===== config.mk =====
export PLATFORM = sky130hd
export DESIGN_NAME = a_rf_loader
export DESIGN_NICKNAME = d
export VERILOG_FILES = /design/src/rtl/a_rf_loader.sv
export SDC_FILE = /design/constraint.sdc
export NUM_CORES = 1
export LEC_CHECK = 0
export ABC_CLOCK_PERIOD_IN_PS = 2880
export BUFFER_PORTS_ARGS = -buffer_cell sky130_fd_sc_hd__buf_2
export CORE_AREA = 2 2 104 106
export CTS_BUF_LIST = sky130_fd_sc_hd__clkbuf_8
export CTS_CLUSTER_DIAMETER = 120
export DETAILED_ROUTE_END_ITERATION = 16
export DIE_AREA = 0 0 106 108
export HOLD_SLACK_MARGIN = 0.06
export PLACE_DENSITY_LB_ADDON = 0.25
export SKIP_CTS_REPAIR_TIMING = 1
export SYNTH_ARGS = -nofsm -noshare
export SYNTH_HDL_FRONTEND = slang
export SYNTH_SLANG_ARGS = --single-unit
export TNS_END_PERCENT = 10

===== constraint.sdc =====
create_clock -name CLK -period 2.88 [get_ports CLK]
set_clock_uncertainty 0.2 [all_clocks]
set_input_delay 0.288 -clock CLK [delete_from_list [all_inputs] [get_ports CLK]]
set_output_delay 0.288 -clock CLK [all_outputs]
set_load 0.01 [all_outputs]

===== src/rtl/a_rf_loader.sv =====
// a_rf_loader: upstream sequencer for the 8-entry A-operand register file of
// the DSP slice. It shifts a block of operands into the file, then replays
// the read addresses oldest-first for a programmable number of passes. This
// lets FIR taps and convolution windows reuse operands.
//
// Ports
//   CLK, RSTA          clock; asynchronous active-high reset
//   cfg_start          start pulse, sampled only in IDLE
//   cfg_len[3:0]       operands to load (1..8)
//   cfg_mdr            dual-read mode (cfg_len must be even)
//   cfg_passes[7:0]    read passes minus 1
//   in_valid/in_data   upstream operand stream
//   in_ready           operand accepted this cycle
//   A, RF_load         register-file shift data and enable (registered)
//   r_addr, MDRr       register-file read address and dual-read select
//   rd_valid           r_addr/MDRr select a valid operand (pair)
//   busy, done, err    status: not IDLE / end of final pass / bad config
//
// state | meaning
// ------+------------------------------------------------------------
// IDLE  | waiting for cfg_start; a bad configuration pulses err
// LOAD  | accepting cfg_len operands, one shift per handshake
// DRAIN | one gap cycle while the file captures the final word
// READ  | replaying addresses newest-index-last, cfg_passes+1 times
// FIN   | done pulse, then back to IDLE

module a_rf_loader #(
    parameter int RF_DEPTH = 8,
    parameter int ADDR_W   = 3,
    parameter int DATA_W   = 27
) (
    input  logic              CLK,
    input  logic              RSTA,
    input  logic              cfg_start,
    input  logic [3:0]        cfg_len,
    input  logic              cfg_mdr,
    input  logic [7:0]        cfg_passes,
    input  logic              in_valid,
    input  logic [DATA_W-1:0] in_data,
    output logic              in_ready,
    output logic [DATA_W-1:0] A,
    output logic              RF_load,
    output logic [ADDR_W-1:0] r_addr,
    output logic              MDRr,
    output logic              rd_valid,
    output logic              busy,
    output logic              done,
    output logic              err
);

    typedef enum logic [2:0] {
        S_IDLE,
        S_LOAD,
        S_DRAIN,
        S_READ,
        S_FIN
    } state_t;

    localparam logic [3:0] DEPTH_L = 4'(RF_DEPTH);

    state_t            state;
    logic [3:0]        len_q;
    logic              mdr_q;
    logic [7:0]        passes_q;
    logic [3:0]        ld_cnt;
    logic [7:0]        pass_cnt;

    logic              hs;
    logic              cfg_illegal;
    logic [ADDR_W-1:0] first_addr;
    logic [ADDR_W-1:0] addr_step;

    assign hs          = in_valid & in_ready;
    assign cfg_illegal = (cfg_len == 4'd0) || (cfg_len > DEPTH_L) ||
                         (cfg_mdr && cfg_len[0]);

    // The first word loaded ends up at index len-1, so the oldest-first replay
    // starts there (or one lower in dual mode, where the pair is addr, addr+1).
    assign first_addr = ADDR_W'(len_q - (mdr_q ? 4'd2 : 4'd1));
    assign addr_step  = mdr_q ? ADDR_W'(2) : ADDR_W'(1);

    always_ff @(posedge CLK or posedge RSTA) begin
        if (RSTA) begin
            state    <= S_IDLE;
            len_q    <= '0;
            mdr_q    <= 1'b0;
            passes_q <= '0;
            ld_cnt   <= '0;
            pass_cnt <= '0;
            in_ready <= 1'b0;
            A        <= '0;
            RF_load  <= 1'b0;
            r_addr   <= '0;
            MDRr     <= 1'b0;
            rd_valid <= 1'b0;
            busy     <= 1'b0;
            done     <= 1'b0;
            err      <= 1'b0;
        end else begin
            err  <= 1'b0;
            done <= 1'b0;
            case (state)
                S_IDLE: begin
                    if (cfg_start) begin
                        len_q    <= cfg_len;
                        mdr_q    <= cfg_mdr;
                        passes_q <= cfg_passes;
                        if (cfg_illegal) begin
                            err <= 1'b1;
                        end else begin
                            state    <= S_LOAD;
                            busy     <= 1'b1;
                            in_ready <= 1'b1;
                            ld_cnt   <= '0;
                        end
                    end
                end

                S_LOAD: begin
                    RF_load <= hs;
                    if (hs) begin
                        A      <= in_data;
                        ld_cnt <= ld_cnt + 4'd1;
                        if (ld_cnt + 4'd1 == len_q) begin
                            in_ready <= 1'b0;
                            state    <= S_DRAIN;
                        end
                    end
                end

                // RF_load is still high from the last handshake; the file
                // captures that word at the end of this cycle.
                S_DRAIN: begin
                    RF_load  <= 1'b0;
                    r_addr   <= first_addr;
                    MDRr     <= mdr_q;
                    rd_valid <= 1'b1;
                    pass_cnt <= '0;
                    state    <= S_READ;
                end

                S_READ: begin
                    if (r_addr == '0) begin
                        if (pass_cnt == passes_q) begin
                            rd_valid <= 1'b0;
                            MDRr     <= 1'b0;
                            done     <= 1'b1;
                            state    <= S_FIN;
                        end else begin
                            pass_cnt <= pass_cnt + 8'd1;
                            r_addr   <= first_addr;
                        end
                    end else begin
                        r_addr <= r_addr - addr_step;
                    end
                end

                S_FIN: begin
                    busy  <= 1'b0;
                    state <= S_IDLE;
                end

                default: begin
                    state <= S_IDLE;
                end
            endcase
        end
    end

endmodule


==> impl_metrics.json <==
{
  "grtUsageTotal_pct": 13.3,
  "vias": 2597,
  "p_per_area_mw_per_mm2": 933,
  "yosys.area_share.simple_pct": 22.2,
  "ys_top_cells_by_count": "nand2_1 (104), dfrtp_1 (65), xor2_1 (13), o21ai_0 (12), mux2_2 (10)",
  "final_nets": 487,
  "setup-violations-final": 0,
  "cpLargestDelayFamily": "compound AO/OA/AOI/OAI gates",
  "synth_top_family_by_area": "simple AND/OR/NAND/NOR gates",
  "portBuffers": 80,
  "hpwl_um": 5260,
  "critPathCaptureType": "register",
  "dp_slack_ns": 0.645,
  "cpPeakStageDelay_ns": 0.69,
  "fillers": 996,
  "yosys-top-cells-area": "dfrtp_1 (54%), nand2_1 (13%), xor2_1 (3.8%)",
  "fp-row-count": 37,
  "yosys.area.top_type": "dfrtp_1",
  "gp_congestion": 0.818,
  "ant_nets": 0,
  "avgViaCountPerCell": 4.49,
  "synth_edf_count": 0,
  "syn_to_final_growth_pct": 38.4,
  "status": "finished clean",
  "syn-mean-instance-area_um2": 9.67,
  "timing.fmax_mhz": 418,
  "total_power_uw": 3910,
  "crit_type": "primary input to register",
  "muxShareOfSynthArea_pct": 5.37,
  "synth_compound_area_share_pct": 8.27,
  "route.detailed.drc": 0,
  "fin_crit_sh_pct": 83.1,
  "cts_max_level": 3,
  "clk_latency_ns": 0.34,
  "ir_worst_vdd_mv": 0.359,
  "hold_ws_ns": 0.0980,
  "hp-class": "primary input to register",
  "grt_remaining_overflow": 0,
  "start_util_pct": 29.6,
  "die_h_um": 108,
  "drt_iter0_drc": 100,
  "cp_max_fo": 5,
  "clockRootBuffer": "clkbuf_8",
  "drt_first_pass_iters": 5,
  "die-area_mm2": 0.0114,
  "fin_crit_ns": 2.39,
  "antenna_found_initial": 0,
  "critPathLaunchType": "primary input",
  "rsz0062_at_grt": "false",
  "insertedDiodeCount": 0,
  "slew_headroom_pct": 47.1,
  "grt_max_degree": 31,
  "cts_tree": "built",
  "path_cells": "dlygate4sd3_1 > buf_2 > o21a_1 > o32ai_1 > a21oi_1 > o21ai_0 > nand2_1",
  "ys_ff_latch": 65,
  "clock_path_buffers": 2,
  "synth_cell_type_count": 48,
  "coreArea_mm2": 0.0102,
  "fin_ws_ns": 0.488,
  "syn-cell-area_mm2": 0.00303,
  "syn_nets": 363,
  "dieWidth_um": 106,
  "r2r_slack_ns": 0.65,
  "yosys.area_share.adder_pct": 2.98,
  "critPathSlowestCell": "o32ai_1",
  "synth_top_area_share_pct": 53.7,
  "hold_violations": 0,
  "synth.most_common_cell": "nand2_1",
  "cts.sinks": 65,
  "ios": 81,
  "wl_um": 7710,
  "path_clk_slew_ns": 0.07,
  "yosys_warnings": 0,
  "drive_above_1_share_pct": 26.9,
  "yosys.area_share.xor_xnor_pct": 4.34,
  "grt_pass1_wl_um": 11800,
  "p_leak_uw": 0.00215,
  "grt_pass1_vias": 2379,
  "slew_viol_final": 0,
  "critPathBufInv": 2,
  "maxCapViolCount": 0,
  "synth_cells": 313,
  "async_flop_share_pct": 100,
  "wl_per_cell_um": 13.3,
  "fin_util_pct": 41.0,
  "crit_required_ns": 2.90,
  "worstPathArrival_ns": 2.41,
  "cts_buffers": 9,
  "worst_pin_slew_ns": 0.790,
  "setup_tns_ns": 0,
  "seq_area_frac_synth_pct": 53.7,
  "synthFlopType": "dfrtp_1"
}
[final timing paths]
kind,startpoint,end,cells after the start
max in group asynchronous,RSTA,len_q[2],4
max,cfg_len[2],in_ready,7
min in group asynchronous,RSTA,passes_q[5],3
min reg2reg,A[2],A[2],2
max reg2reg,state[0],A[17],5
min,cfg_start,busy,3
[where the power goes]
part / switching (µW) / internal (µW) / leakage [µW] / total [µW]
Sequential: 331 / 1300 / 0.000822 / 1630
Combinational: 830 / 706 / 0.00122 / 1540
Clock: 356 / 392 / 0.000102 / 748
Total: 1520 / 2390 / 0.00215 / 3910
[worst min-delay path, stage by stage]
cell	delay, ns
buf_2	0.13
a31oi_1	0.13
a21oi_1	0.05
[per-stage QoR]
stage | area, µm² | std cells
after floorplan | 3030 | 313
after global placement | 3590 | 521
after detailed placement | 3590 | 521
after CTS | 3780 | 537
after global routing | 4190 | 578
final | 4190 | 578
[layout make-up]
cell class	instances	area, µm²	share of cell area [%]
multi-input cells	226	1320	31.4
flip-flops and latches	65	1630	38.8
inverters	7	26.3	0.627
repair buffers	128	863	20.6
clock inverters	7	63.8	1.52
clock buffers	9	124	2.96
well taps	136	170	4.06
[cell families (layout without fill, tap and decap cells)]
group | after synthesis | in the layout
buffers and inverters | 22 | 151
xor gates and xnor gates | 15 | 15
and+or+nand+nor | 152 | 152
AOI/OAI and AO/OA | 38 | 38
adders and majority gates | 6 | 6
DFF | 65 | 65
muxes | 15 | 15
[sequential cells by signal, indices dropped and copies added (netlist names)]
signal	count
mdr_q	1
state	3
r_addr	3
done	1
busy	1
RF_load	1
rd_valid	1
A	27
len_q	4
passes_q	8
in_ready	1
pass_cnt	8
ld_cnt	4
MDRr	1
err	1
[per-layer routing]
metal | up-vias | wire length (µm) | global-route usage [%]
met5 | - | 0 | 0
met4 | 0 | 83 | 4.61
met3 | 8 | 391 | 4.64
met2 | 69 | 3680 | 20.5
met1 | 1214 | 3560 | 17.6
li1 | 1306 | - | -
[placed cells by master (no fill, tap or decap), types with 9 or more instances in the layout]
| master | netlist | routed |
|---|---|---|
| buf_2 | 7 | 80 |
| clkbuf_8 | 0 | 9 |
| dfrtp_1 | 65 | 65 |
| dlygate4sd3_1 | 0 | 41 |
| mux2_2 | 10 | 10 |
| nand2_1 | 104 | 104 |
| nor2_1 | 9 | 9 |
| o21ai_0 | 12 | 12 |
| xor2_1 | 13 | 13 |
(Power assumes the default switching activity.)
